**src/rtl/mem_stage_if.sv**
```systemverilog
// Pipeline handshake and bus bundle between the execute, memory and write-back stages.
// The slave modport is the memory stage; master is the surrounding pipeline.
interface mem_stage_if;
  logic         EXE_over;
  logic [158:0] EXE_MEM_bus;
  logic         MEM_allowin;
  logic         WB_allowin;
  logic         MEM_over;
  logic [155:0] MEM_WB_bus;

  modport slave (
    input  EXE_over,
    input  EXE_MEM_bus,
    input  WB_allowin,
    output MEM_allowin,
    output MEM_over,
    output MEM_WB_bus
  );

  modport master (
    output EXE_over,
    output EXE_MEM_bus,
    output WB_allowin,
    input  MEM_allowin,
    input  MEM_over,
    input  MEM_WB_bus
  );
endinterface

```
**src/rtl/mem_stage.sv**
```systemverilog
// Memory-access pipeline stage: registers the EXE->MEM bus, drives the data RAM,
// flags misaligned accesses and aligns/extends load data for write-back.
//
// state   | meaning
// S_ENTRY | first cycle of the instruction; RAM address presented, stores write here
// S_DONE  | load data from the synchronous RAM is now valid on dm_rdata
module mem_stage (
  input  logic             clk,
  input  logic             resetn,
  mem_stage_if.slave       pipe,
  input  logic             cancel,
  output logic [31:0]      dm_addr,
  output logic [3:0]       dm_wen,
  output logic [31:0]      dm_wdata,
  input  logic [31:0]      dm_rdata,
  output logic [4:0]       MEM_wdest,
  output logic [31:0]      MEM_pc
);

  typedef enum logic {S_ENTRY = 1'b0, S_DONE = 1'b1} state_t;

  state_t       state;
  state_t       state_nxt;
  logic         mem_valid;
  logic [158:0] bus_r;

  logic         load;
  logic         store;
  logic [1:0]   size;
  logic         uns;
  logic [31:0]  store_data;
  logic [31:0]  exe_result;
  logic [31:0]  lo_result;
  logic         hi_write;
  logic         lo_write;
  logic         mfhi;
  logic         mflo;
  logic         mtc0;
  logic         mfc0;
  logic [7:0]   cp0r_addr;
  logic         syscall;
  logic         eret;
  logic         brk;
  logic         fetch_error;
  logic         inst_reserved;
  logic         overflow;
  logic         wen;
  logic [4:0]   wdest;
  logic [31:0]  pc;

  assign load          = bus_r[158];
  assign store         = bus_r[157];
  assign size          = bus_r[156:155];
  assign uns           = bus_r[154];
  assign store_data    = bus_r[153:122];
  assign exe_result    = bus_r[121:90];
  assign lo_result     = bus_r[89:58];
  assign hi_write      = bus_r[57];
  assign lo_write      = bus_r[56];
  assign mfhi          = bus_r[55];
  assign mflo          = bus_r[54];
  assign mtc0          = bus_r[53];
  assign mfc0          = bus_r[52];
  assign cp0r_addr     = bus_r[51:44];
  assign syscall       = bus_r[43];
  assign eret          = bus_r[42];
  assign brk           = bus_r[41];
  assign fetch_error   = bus_r[40];
  assign inst_reserved = bus_r[39];
  assign overflow      = bus_r[38];
  assign wen           = bus_r[37];
  assign wdest         = bus_r[36:32];
  assign pc            = bus_r[31:0];

  logic        prior_exc;
  logic        misaligned;
  logic        raddr_error;
  logic        waddr_error;
  logic        mem_ok;
  logic        load_ok;
  logic        store_fire;
  logic [3:0]  wen_sel;
  logic [31:0] wdata_sel;
  logic [7:0]  load_byte;
  logic [15:0] load_half;
  logic [31:0] load_ext;
  logic [31:0] mem_result;
  logic        mem_over;
  logic        mem_allowin;

  assign dm_addr = exe_result;

  assign prior_exc   = syscall | brk | fetch_error | inst_reserved | overflow;
  assign misaligned  = ((size == 2'b01) & dm_addr[0]) |
                       ((size == 2'b10) & (dm_addr[1:0] != 2'b00));
  assign raddr_error = load  & misaligned & ~prior_exc;
  assign waddr_error = store & misaligned & ~prior_exc;
  assign mem_ok      = ~prior_exc & ~raddr_error & ~waddr_error;
  assign load_ok     = load & mem_ok;

  assign mem_over    = mem_valid & (~load_ok | (state == S_DONE));
  assign mem_allowin = ~mem_valid | (mem_over & pipe.WB_allowin);

  // Writing only in S_ENTRY keeps a WB-stalled store from re-writing the RAM.
  assign store_fire = mem_valid & store & mem_ok & (state == S_ENTRY) & ~cancel;

  always_comb begin
    wen_sel   = 4'b1111;
    wdata_sel = store_data;
    case (size)
      2'b00: begin
        wen_sel   = 4'b0001 << dm_addr[1:0];
        wdata_sel = {4{store_data[7:0]}};
      end
      2'b01: begin
        wen_sel   = dm_addr[1] ? 4'b1100 : 4'b0011;
        wdata_sel = {2{store_data[15:0]}};
      end
      default: begin
        wen_sel   = 4'b1111;
        wdata_sel = store_data;
      end
    endcase
  end

  assign dm_wen   = store_fire ? wen_sel : 4'b0000;
  assign dm_wdata = wdata_sel;

  always_comb begin
    load_byte = dm_rdata[7:0];
    case (dm_addr[1:0])
      2'b00: load_byte = dm_rdata[7:0];
      2'b01: load_byte = dm_rdata[15:8];
      2'b10: load_byte = dm_rdata[23:16];
      2'b11: load_byte = dm_rdata[31:24];
      default: load_byte = dm_rdata[7:0];
    endcase
  end

  assign load_half = dm_addr[1] ? dm_rdata[31:16] : dm_rdata[15:0];

  always_comb begin
    load_ext = dm_rdata;
    case (size)
      2'b00:   load_ext = uns ? {24'h000000, load_byte} : {{24{load_byte[7]}}, load_byte};
      2'b01:   load_ext = uns ? {16'h0000, load_half}   : {{16{load_half[15]}}, load_half};
      default: load_ext = dm_rdata;
    endcase
  end

  assign mem_result = load_ok ? load_ext : exe_result;

  always_comb begin
    state_nxt = state;
    if (cancel) begin
      state_nxt = S_ENTRY;
    end else if (mem_allowin) begin
      state_nxt = S_ENTRY;
    end else if (mem_valid && state == S_ENTRY) begin
      state_nxt = S_DONE;
    end
  end

  always_ff @(posedge clk) begin
    if (!resetn) begin
      state <= S_ENTRY;
    end else begin
      state <= state_nxt;
    end
  end

  always_ff @(posedge clk) begin
    if (!resetn) begin
      mem_valid <= 1'b0;
      bus_r     <= '0;
    end else if (cancel) begin
      mem_valid <= 1'b0;
    end else if (mem_allowin) begin
      mem_valid <= pipe.EXE_over;
      if (pipe.EXE_over) begin
        bus_r <= pipe.EXE_MEM_bus;
      end
    end
  end

  assign pipe.MEM_allowin = mem_allowin;
  assign pipe.MEM_over    = mem_over;
  assign pipe.MEM_WB_bus  = {wen, wdest, mem_result, lo_result,
                             hi_write, lo_write, mfhi, mflo, mtc0, mfc0, cp0r_addr,
                             syscall, eret, brk, fetch_error, inst_reserved,
                             raddr_error, waddr_error, overflow, dm_addr, pc};

  assign MEM_wdest = wdest & {5{mem_valid}};
  assign MEM_pc    = pc;

endmodule

```
**src/flat_wrapper.sv**
```systemverilog
// flat-port wrapper written by rule: the top's interface ports become plain ports
module mem_stage_flat 
  (clk, resetn, cancel, dm_addr, dm_wen, dm_wdata, dm_rdata, MEM_wdest, MEM_pc, pipe_EXE_over, pipe_EXE_MEM_bus, pipe_WB_allowin, pipe_MEM_allowin, pipe_MEM_over, pipe_MEM_WB_bus);
  mem_stage_if pipe_i ();
  input  logic clk;
  input  logic resetn;
  input  logic cancel;
  output logic [31:0] dm_addr;
  output logic [3:0] dm_wen;
  output logic [31:0] dm_wdata;
  input  logic [31:0] dm_rdata;
  output logic [4:0] MEM_wdest;
  output logic [31:0] MEM_pc;
  input wire logic [$bits(pipe_i.EXE_over)-1:0] pipe_EXE_over;
  input wire logic [$bits(pipe_i.EXE_MEM_bus)-1:0] pipe_EXE_MEM_bus;
  input wire logic [$bits(pipe_i.WB_allowin)-1:0] pipe_WB_allowin;
  output wire logic [$bits(pipe_i.MEM_allowin)-1:0] pipe_MEM_allowin;
  output wire logic [$bits(pipe_i.MEM_over)-1:0] pipe_MEM_over;
  output wire logic [$bits(pipe_i.MEM_WB_bus)-1:0] pipe_MEM_WB_bus;
  assign pipe_i.EXE_over = pipe_EXE_over;
  assign pipe_i.EXE_MEM_bus = pipe_EXE_MEM_bus;
  assign pipe_i.WB_allowin = pipe_WB_allowin;
  assign pipe_MEM_allowin = pipe_i.MEM_allowin;
  assign pipe_MEM_over = pipe_i.MEM_over;
  assign pipe_MEM_WB_bus = pipe_i.MEM_WB_bus;
  mem_stage u_core (.clk(clk), .resetn(resetn), .pipe(pipe_i), .cancel(cancel), .dm_addr(dm_addr), .dm_wen(dm_wen), .dm_wdata(dm_wdata), .dm_rdata(dm_rdata), .MEM_wdest(MEM_wdest), .MEM_pc(MEM_pc));
endmodule
```
**config.mk**
```make
export PLATFORM = sky130hd
export DESIGN_NAME = mem_stage_flat
export DESIGN_NICKNAME = d
export VERILOG_FILES = /design/src/rtl/mem_stage_if.sv /design/src/rtl/mem_stage.sv /design/src/flat_wrapper.sv
export SDC_FILE = /design/constraint.sdc
export NUM_CORES = 1
export LEC_CHECK = 0
export ABC_AREA = 1
export CORE_AREA = 2 2 177 179
export CTS_CLUSTER_DIAMETER = 120
export DETAILED_ROUTE_END_ITERATION = 10
export DIE_AREA = 0 0 179 181
export DONT_BUFFER_PORTS = 1
export PLACE_DENSITY_LB_ADDON = 0.08
export SKIP_LAST_GASP = 1
export SYNTH_ARGS = -nofsm -noshare
export SYNTH_HDL_FRONTEND = slang
export SYNTH_SLANG_ARGS = --single-unit
```
**constraint.sdc**
```tcl
create_clock -name clk -period 3.6 [get_ports clk]
set_input_delay 0.36 -clock clk [delete_from_list [all_inputs] [get_ports clk]]
set_output_delay 0.36 -clock clk [all_outputs]
set_load 0.005 [all_outputs]
```
# Word level (Yosys, flattened, before mapping)
# Cells that the tools add are included.
[word_totals]
input_bits = 196
ff_bits = 161
out_inout_bits = 263
wordCells = 57
[classes]
n_bitwise = 31
n_reduce_logical = 7
shift = 1
n_eq_ne = 5
muxes = 10
[ops]
columns = ["operator", "n"]
rows = [
  ["$pmux W32 S2", 2],
  ["$mux W32", 3],
  ["$pmux W8 S4", 1],
  ["$mux W16", 1],
  ["$and A1 B1 Y1", 15],
  ["$mux W4", 2],
  ["$not A1 Y1", 8],
  ["$pmux W4 S2", 1],
  ["$or A1 B1 Y1", 7],
  ["$eq A2 B2 Y1 const B", 3],
  ["$and A5 B5 Y5", 1],
  ["$eq A2 B1 Y1 const B", 2],
  ["$logic_not A2 Y1", 2],
  ["$shl A1 B2 Y4 const A", 1],
  ["$reduce_and A3 Y1", 1],
  ["$reduce_or A3 Y1", 1],
  ["$reduce_bool A2 Y1", 1],
  ["$reduce_or A2 Y1", 1],
  ["$logic_and A1 B1 Y1", 1],
]

# Logic depth before layout (Yosys ltp)
# Gate-level depths: netlist of the first run.
[logic_depth]
ltp_word = 16
ltp_mapped = 14
mapped_depth_nobuf = 11

# Worst setup path before layout of the first run
# Ideal clock, no wire load.
[synth_timing]
path_kind = "register to output"
from = "register u_core.bus_r[90]"
to = "output port pipe_MEM_WB_bus[146]"
path_buffers = 2
arrival_ns = 1.611
slack_ns = 1.629
t_required_ns = 3.240
stages_incl_launch_ff = 10
cell_sequence = "dfxtp_1 buf_2 clkinv_1 nand2_1 or2_2 nand4_2 nand2_1 buf_2 a21oi_1 o21ai_0"
[synth_between]
elab_chain_len = 10
elab_cells_between_ends = 21
classes_between = "eq/ne (3); mux (4); bitwise (12); reduce/logical (2)"
[synth_lines]
columns = ["item", "line", "text"]
rows = [
  ["start, declared", "mem_stage.sv:25", "logic [158:0] bus_r;"],
  ["start signal, assigned", "mem_stage.sv:181", "bus_r <= pipe.EXE_MEM_bus;"],
  ["$reduce_bool A2 Y1", "mem_stage.sv:95", "((size == 2'b10) & (dm_addr[1:0] != 2'b00));"],
  ["$and A1 B1 Y1", "mem_stage.sv:95", ""],
  ["$or A1 B1 Y1", "mem_stage.sv:94", "assign misaligned = ((size == 2'b01) & dm_addr[0]) |"],
  ["$and A1 B1 Y1 (2 in a row)", "mem_stage.sv:96", "assign raddr_error = load & misaligned & ~prior_exc;"],
  ["$not A1 Y1", "mem_stage.sv:98", "assign mem_ok = ~prior_exc & ~raddr_error & ~waddr_error;"],
  ["$and A1 B1 Y1 (2 in a row)", "mem_stage.sv:98", ""],
  ["$and A1 B1 Y1", "mem_stage.sv:99", "assign load_ok = load & mem_ok;"],
  ["$mux W32 *", "mem_stage.sv:151", "assign mem_result = load_ok ? load_ext : exe_result;"],
  ["end, declared", "flat_wrapper.sv:19", "output wire logic [$bits(pipe_i.MEM_WB_bus)-1:0] pipe_MEM_WB_bus;"],
]
# Mark *: on every way between the ends. The rest lies on a longest branch, timed or not.

# Worst setup path after layout of the first run
[layout_timing]
from = "register u_core.bus_r[156]"
to = "output port pipe_MEM_allowin"
[layout_between]
elab_chain_len = 14
elab_cells_between_ends = 19
classes_between = "eq/ne (2); bitwise (17)"
[layout_lines]
columns = ["item", "line", "text"]
rows = [
  ["$eq A2 B1 Y1 or $eq A2 B2 Y1 (tied branches)", "mem_stage.sv:94, mem_stage.sv:95", ""],
  ["$and A1 B1 Y1 (on tied branches)", "mem_stage.sv:94, mem_stage.sv:95", ""],
  ["$or A1 B1 Y1 *", "mem_stage.sv:94", ""],
  ["$and A1 B1 Y1 (2 in a row)", "mem_stage.sv:96", ""],
  ["$not A1 Y1", "mem_stage.sv:98", ""],
  ["$and A1 B1 Y1", "mem_stage.sv:98", ""],
  ["$and A1 B1 Y1 *", "mem_stage.sv:98", ""],
  ["$and A1 B1 Y1 *", "mem_stage.sv:99", ""],
  ["$not A1 Y1 *", "mem_stage.sv:101", "assign mem_over = mem_valid & (~load_ok | (state == S_DONE));"],
  ["$or A1 B1 Y1 *", "mem_stage.sv:101", ""],
  ["$and A1 B1 Y1 *", "mem_stage.sv:101", ""],
  ["$and A1 B1 Y1 *", "mem_stage.sv:102", "assign mem_allowin = ~mem_valid | (mem_over & pipe.WB_allowin);"],
  ["$or A1 B1 Y1 *", "mem_stage.sv:102", ""],
  ["end, declared", "flat_wrapper.sv:17", "output wire logic [$bits(pipe_i.MEM_allowin)-1:0] pipe_MEM_allowin;"],
]
# Marks and branches as above.

==> impl_metrics.yaml, run 1 <==
outcome:
  status: "complete, no violations"
clock_tree:
  cts_tree: "yes"
  clock_latency_ns: 0.43
  post_cts.repair.setup_buffers: 0
  cts_sinks: 161
  cts_buffers: 17
  hold_buffers: 0
  clock-root-buffer: "clkbuf_16"
  htree_num_levels: 4
  cts_resized: 0
  clk_path_buf_depth: 2
  cts.clk_slew.worst_paths_ns: 0.07
place:
  dp_hpwl_microns: 23230
  post_dp_cell_area_sq_um: 8727
  io_buffers: 0
  place_congestion: 0.8166
global_route:
  antenna_found_initial: 1
  overflow: 0
  grtUsageTotal: 0.1928
  grt_pass1_wl_microns: 47640
  grt_pass1_vias: 7767
  grt_max_degree: 161
floorplanning:
  die_w_microns: 179
  die_area_sq_um: 32400
  start_util: 0.3316
  core_area_sq_um: 30350
  boundaryPins: 459
  row_count: 64
  dieHeight_microns: 181
power:
  p_per_area_nw_per_um2: 487.4
  peakVddDrop_mv: 0.2902
  p_leak_uw: 0.004467
cells_and_area:
  syn_to_final_growth_pct: -7.558
  final_nets: 1488
  final_cell_mix: "299 x nand2_1, 189 x inv_1, 178 x a21oi_1, 177 x nand3_1, 174 x nor2_1"
  fill_cells: 3490
  drive_above_1_share: 0.04525
  final_cell_area_sq_um: 9304
  final_common_cell: "nand2_1"
  diodes: 0
logic_synthesis:
  async_flop_share: 0
  syn_area_sq_um: 10060
  netlist_instances: 1562
  synth-seq-cells: 161
  syn_nets: 1758
  synth_cell_type_count: 36
  avgSynthCellArea_sq_um: 6.443
  yosys_warnings: 0
  seq_area_frac_synth: 0.3202
  ys.flop_type: "dfxtp_1"
  synth-edff-count: 0
timing:
  finClkSkew_ns: 0.01369
  rsz0062_at_grt: "false"
  tightest_slew_ns: 0.6007
  fmax_ghz: 0.3161
  fin_crit_sh: 0.8787
  setup_viol: 0
  drv_slew: 0
  period_needed_ns: 3.163
  setup_tns_ns: 0
  hold_viol: 0
  max_slew_margin: 0.5986
critical_path:
  path_class: "flip-flop to primary output"
  startpoint: "u_core.bus_r[156]"
  cp-start-kind: "flip-flop"
  critPathRequiredTime_ns: 3.24
  worstPathArrival_ns: 2.80
  end_kind: "primary output"
  reg2reg_from: "u_core.bus_r[156]"
  worstPathMaxFanout: 84
  r2r_slack_ns: 0.86
routing:
  wl_per_cell_microns: 19.20
  ant_nets: 0
  first_pass_iters: 5
  via_per_inst: 4.912
  route.vias.total: 8351
  initialDrtViolationCount: 523
  drc_errors: 0
  wirelength_microns: 32650
hold_path:
  worstHoldStart: "resetn"
  hold_path.class: "primary input to flip-flop"
run:
  maxCapViolations: 0
[worst paths after layout]
check | cells after the start | endpoint
max reg2reg | 10 | u_core.bus_r[67]
min | 2 | u_core.bus_r[125]
min reg2reg | 2 | u_core.bus_r[143]
max | 8 | pipe_MEM_allowin
[power breakdown]
part           switching [uW]  leakage (uW)  internal (uW)
logic                     406       0.00287            230
clock network             792      0.000270           1040
registers                 159       0.00133           1910
[layer usage]
layer  global-route usage  vias to the layer above  routed length (microns)  part of all wire
li1                     -                     4147                        -                 -
met1               0.2159                     3828                    12820              0.39
met4              0.06341                        2                      735             0.023
met3              0.06545                       35                     2944             0.090
met5                    0                        -                       10           0.00031
met2               0.3388                      339                    16140              0.49
[state kept, by name (all words and copies together) (netlist names)]
signal and count:
u_core.bus_r 159, u_core.mem_valid 1, u_core.state 1
[area by class of cell]
| class | count | area [sq um] | share of cell area |
|---|---|---|---|
| Sequential cell | 161 | 3223 | 0.3464 |
| Clock buffer | 20 | 446.7 | 0.04801 |
| Timing Repair Buffer | 17 | 215.2 | 0.02313 |
| Clock inverter | 11 | 130.1 | 0.01399 |
| Inverter | 193 | 724.4 | 0.07786 |
| Tap cell | 396 | 495.5 | 0.05325 |
| Multi-Input combinational cell | 902 | 4069 | 0.4373 |
[metrics by stage]
step                  util  cells  setup slack, ns  hold slack [ns]  total power, uW
floorplan                -   1562            1.629           0.4514             2771
global placement    0.2876   1669           0.8744           0.4633             2746
detailed placement  0.2876   1669           0.8300           0.4677             2753
CTS                 0.3066   1700           0.3831          0.02711             4620
global route        0.3066   1700           0.1566          0.03415             4806
finish              0.3066   1700           0.4367          0.06041             4535
[kinds of logic after synthesis]
logic type,after synthesis,share of synthesized area
buf+inv,499,0.2771
compound gates,233,0.1237
flops,161,0.3202
simple gates,669,0.2790
[cells in the mapped netlist (all sizes together), types with 2 or more instances]
library cell  number  area (sq um)
nand2            302          1146
buf              242          1824
inv              191         716.9
a21oi            178         890.9
nand3            178         895.9
nor2             177         669.4
dfxtp            161          3223
clkbuf            64         240.2
o21ai             26         130.1
o211ai            12         90.09
nand4             10         83.83
o21a               3         22.52
a2bb2oi            2         17.52
a32oi              2         17.52
clkinv             2         7.510
o21bai             2         18.77
o22ai              2         12.51
or2                2         12.52
[critical path, stage by stage, from the launching register on]
cell,delay (ns)
dfxtp_1,0.32
buf_4,0.29
nand2_1,0.13
nor2_1,0.05
nor2_2,0.13
nand4_4,0.34
o21bai_2,0.35
nand2_8,0.37
buf_12,0.35
Power figures use the tool's default switching activity.
==> inputs of run 2 (changes only) <==
==> constraint.sdc (replaced) <==
create_clock -name clk -period 3.6 [get_ports clk]
set_input_delay 0.54 -clock clk [delete_from_list [all_inputs] [get_ports clk]]
set_output_delay 0.54 -clock clk [all_outputs]
set_load 0.005 [all_outputs]
==> impl_metrics.yaml, run 2 (synthesized netlist as in run 1, its figures left out) <==
routing:
  wl_per_cell_microns: 19.23
  first_pass_iters: 4
  drc_errors: 0
  initialDrtViolationCount: 413
  wirelength_microns: 32690
  via_per_inst: 4.912
  ant_nets: 0
  route.vias.total: 8351
global_route:
  antenna_found_initial: 2
  grt_pass1_vias: 8041
  grt_max_degree: 161
  overflow: 0
  grtUsageTotal: 0.1941
  grt_pass1_wl_microns: 48050
timing:
  tightest_slew_ns: 0.6335
  timing.hold.ws_ns: 0.2258
  fmax_ghz: 0.3072
  fin_crit_sh: 0.9042
  period_needed_ns: 3.255
  finClkSkew_ns: 0.01127
  fin_ws_ns: 0.3450
  setup_tns_ns: 0
  setup_viol: 0
  drv_slew: 0
  max_slew_margin: 0.5771
  hold_viol: 0
  rsz0062_at_grt: "false"
place:
  dp_hpwl_microns: 23070
  place_congestion: 0.8514
  io_buffers: 0
  pre_cts_ws_ns: 0.7581
  post_dp_cell_area_sq_um: 8695
floorplanning:
  row_count: 64
  die_w_microns: 179
  start_util: 0.3316
  dieHeight_microns: 181
  core_area_sq_um: 30350
  boundaryPins: 459
  die_area_sq_um: 32400
cells_and_area:
  final_nets: 1487
  final_common_cell: "nand2_1"
  largest_register_ffs: 159
  drive_above_1_share: 0.04451
  largestRegisters: "u_core.bus_r x159, u_core.mem_valid x1, u_core.state x1"
  syn_to_final_growth_pct: -7.832
  regMostFlops: "u_core.bus_r"
  final_cell_area_sq_um: 9276
  final_cell_mix: "299 x nand2_1, 189 x inv_1, 178 x a21oi_1, 177 x nand3_1, 174 x nor2_1"
  fill_cells: 3501
  multiInputGateArea_sq_um: 4069
  seqCellArea_sq_um: 3223
critical_path:
  critPathRequiredTime_ns: 3.06
  cp-start-kind: "flip-flop"
  end_kind: "primary output"
  worstPathMaxFanout: 29
  path_class: "flip-flop to primary output"
  worstPathArrival_ns: 2.72
power:
  p_per_area_nw_per_um2: 489.3
  power_uw: 4539
  p_leak_uw: 0.004451
  peakVddDrop_mv: 0.2970
clock_tree:
  htree_num_levels: 4
  cts_resized: 0
  post_cts.repair.setup_buffers: 0
  cts_buffers: 17
  hold_buffers: 0
  cts_tree: "yes"
  cts_sinks: 161
  cts.clk_slew.worst_paths_ns: 0.07
  clock-root-buffer: "clkbuf_16"
  clock_latency_ns: 0.43
  clk_path_buf_depth: 2
outcome:
  status: "complete, no violations"
hold_path:
  hold_path.class: "primary input to flip-flop"
run:
  maxCapViolations: 0
-- run 2: cell types whose count changed in the layout (fill, tap and decap cells not counted) --
cell / before / now
buf_12: 7 / 5
diode_2: 0 / 1
clkinv_2: 1 / 0
inv_6: 3 / 2
clkinvlp_4: 4 / 5
clkinv_4: 1 / 2
buf_4: 10 / 11
-- run 2: worst paths after layout --
kind	from	end	slack [ns]	cells past startpoint
max	u_core.bus_r[91]	pipe_MEM_WB_bus[118]	0.34	9
min	resetn	u_core.bus_r[124]	0.23	2
max reg2reg	u_core.bus_r[90]	u_core.bus_r[91]	0.85	12
min reg2reg	u_core.bus_r[154]	u_core.bus_r[154]	0.48	2
-- run 2: metrics by stage --
step           utilization  cells
2_1_floorplan            -   1562
3_3_place_gp        0.2865   1668
3_5_place_dp        0.2865   1668
4_1_cts             0.3056   1699
5_1_grt             0.3057   1700
6_report            0.3057   1700
-- run 2: metal layers --
metal / wire (microns) / global-route usage / part of all wire
met1: 12810 / 0.2149 / 0.39
met2: 16240 / 0.3428 / 0.50
met3: 2916 / 0.06629 / 0.089
met4: 712 / 0.06602 / 0.022
met5: 10 / 0 / 0.00031
-- run 2: layout make-up --
| cell class | count | share of cell area |
|---|---|---|
| multi-input cells | 902 | 0.4386 |
| flip-flops and latches | 161 | 0.3475 |
| inverters | 193 | 0.07810 |
| well taps | 396 | 0.05341 |
| clock buffers | 20 | 0.04815 |
| repair buffers | 16 | 0.01969 |
| clock inverters | 11 | 0.01430 |
| diodes | 1 | 0.0002698 |
-- run 2: power by group --
part	switching [uW]	leakage [uW]	total (uW)	internal, uW
logic	403	0.00286	629	226
registers	159	0.00133	2060	1910
clock network	802	0.000265	1850	1040
total	1360	0.00445	4540	3170
-- run 2: critical path, stage by stage, from the launching register on --
cell and delay [ns]:
dfxtp_1 0.32, inv_2 0.24, nand2_1 0.14, nand2_1 0.10, nand2_2 0.07, nand2_2 0.10
nand4_4 0.31, buf_4 0.36, o221ai_1 0.43, buf_4 0.20
==> inputs of run 3 (changes only) <==
--- a/config.mk
+++ b/config.mk
@@ -6,11 +6,12 @@
 export NUM_CORES = 1
 export LEC_CHECK = 0
 export ABC_AREA = 1
-export CORE_AREA = 2 2 177 179
+export CORE_AREA = 2 2 178 180
 export CTS_CLUSTER_DIAMETER = 120
 export DETAILED_ROUTE_END_ITERATION = 10
-export DIE_AREA = 0 0 179 181
+export DIE_AREA = 0 0 180 182
 export DONT_BUFFER_PORTS = 1
+export GPL_TIMING_DRIVEN = 0
 export PLACE_DENSITY_LB_ADDON = 0.08
 export SKIP_LAST_GASP = 1
 export SYNTH_ARGS = -nofsm -noshare
==> impl_metrics.yaml, run 3 (synthesized netlist as in run 1, its figures left out) <==
outcome:
  status: "complete, no violations"
timing:
  hold_viol: 0
  fmax_ghz: 0.3020
  period_needed_ns: 3.311
  tightest_slew_ns: 0.9546
  finClkSkew_ns: 0.01066
  setup_tns_ns: 0
  rsz0062_at_grt: "false"
  setup_viol: 0
  fin_crit_sh: 0.9197
  drv_slew: 0
  max_slew_margin: 0.3636
floorplanning:
  boundaryPins: 459
  die_area_sq_um: 32760
  core_area_sq_um: 30990
  start_util: 0.3248
  row_count: 65
  die_w_microns: 180
  dieHeight_microns: 182
critical_path:
  critPathRequiredTime_ns: 3.06
  ff2ff_path_depth: 12
  cp-start-kind: "flip-flop"
  startpoint: "u_core.bus_r[91]"
  reg2reg_from: "u_core.bus_r[91]"
  worstPathArrival_ns: 2.77
  endpoint: "pipe_MEM_WB_bus[141]"
  worstReg2RegEnd: "u_core.bus_r[72]"
  end_kind: "primary output"
  worstPathMaxFanout: 10
  path_class: "flip-flop to primary output"
  r2r_slack_ns: 1.39
clock_tree:
  cts.clk_slew.worst_paths_ns: 0.06
  post_cts.repair.setup_buffers: 0
  cts_resized: 0
  clock-root-buffer: "clkbuf_16"
  clk_path_buf_depth: 2
  cts_sinks: 161
  htree_num_levels: 4
  cts_buffers: 17
  cts_tree: "yes"
  clock_latency_ns: 0.43
  hold_buffers: 0
power:
  peakVddDrop_mv: 0.2737
  p_leak_uw: 0.005665
  p_per_area_nw_per_um2: 436.4
cells_and_area:
  syn_to_final_growth_pct: 10.93
  regMostFlops: "u_core.bus_r"
  final_nets: 1777
  final_common_cell: "nand2_1"
  fin_util: 0.3603
  largest_register_ffs: 159
  multiInputGateArea_sq_um: 4053
  fill_cells: 3554
  largestRegisters: "u_core.bus_r x159, u_core.mem_valid x1, u_core.state x1"
  drive_above_1_share: 0.1740
  final_cell_mix: "299 x nand2_1, 210 x buf_4, 189 x inv_1, 178 x a21oi_1, 177 x nand3_1"
  seqCellArea_sq_um: 3223
routing:
  wl_per_cell_microns: 19.19
  route.vias.total: 9651
  first_pass_iters: 5
  initialDrtViolationCount: 520
  ant_nets: 0
  drc_errors: 0
  via_per_inst: 4.838
  wirelength_microns: 38280
global_route:
  grt_max_degree: 17
  grtUsageTotal: 0.2259
  grt_pass1_wl_microns: 56440
  antenna_found_initial: 2
  grt_pass1_vias: 9102
  overflow: 0
place:
  place_congestion: 0.9538
  dp_hpwl_microns: 29720
  io_buffers: 0
hold_path:
  hold_path.class: "primary input to flip-flop"
run:
  maxCapViolations: 0
==> run 3: report_power, final <==
| part | internal [uW] | switching, uW | total [uW] | leakage [uW] |
|---|---|---|---|---|
| Clock | 1120 | 764 | 1880 | 0.000277 |
| Combinational | 409 | 553 | 962 | 0.00406 |
| Sequential | 1910 | 120 | 2030 | 0.00133 |
==> run 3: stage by stage <==
| stage | setup slack, ns | cell area [sq um] | instances | hold slack [ns] | total power (uW) |
|---|---|---|---|---|---|
| 2_1_floorplan | 1.449 | 10060 | 1562 | 0.4514 | 2771 |
| 4_1_cts | 0.2785 | 11160 | 1994 | 0.2617 | 4936 |
| 3_5_place_dp | 0.7489 | 10570 | 1964 | 0.4676 | 3037 |
| 6_report | 0.2892 | 11160 | 1995 | 0.2819 | 4872 |
| 5_1_grt | 0.1129 | 11160 | 1994 | 0.2796 | 5116 |
| 3_3_place_gp | 0.7546 | 10570 | 1964 | 0.4624 | 3033 |
==> run 3: worst min path at each step <==
stage	startpoint	end	slack (ns)	cells after the start
final	cancel	u_core.mem_valid	0.28	3
after detailed placement	u_core.bus_r[134]	u_core.bus_r[134]	0.47	2
after CTS	cancel	u_core.mem_valid	0.26	3
after global routing	cancel	u_core.state	0.28	3
after global placement	u_core.bus_r[48]	u_core.bus_r[48]	0.46	2
after floorplan	u_core.bus_r[138]	u_core.bus_r[138]	0.45	2
==> run 3: worst max-delay path, stage by stage, from the launching register on <==
cell	delay (ns)
dfxtp_1	0.56
inv_2	0.16
nand2_1	0.15
or2_2	0.14
nand4_2	0.28
nand2_1	0.39
buf_2	0.28
a21oi_1	0.05
o21ai_0	0.34
==> run 3: layout make-up <==
cell class                      instances  area share
Antenna cell                            1   0.0002241
Tap cell                              402     0.04505
Clock inverter                          9     0.01199
Sequential cell                       161      0.2887
Multi-Input combinational cell        902      0.3630
Buffer                                306      0.1849
Clock buffer                           21     0.04124
Inverter                              193     0.06489
==> run 3: metal layers <==
| layer | track usage | part of all wire | vias up |
|---|---|---|---|
| li1 | - | - | 4732 |
| met1 | 0.2611 | 0.40 | 4482 |
| met2 | 0.3992 | 0.49 | 382 |
| met3 | 0.06619 | 0.076 | 53 |
| met4 | 0.07415 | 0.025 | 2 |
| met5 | 0 | 0.00042 | - |
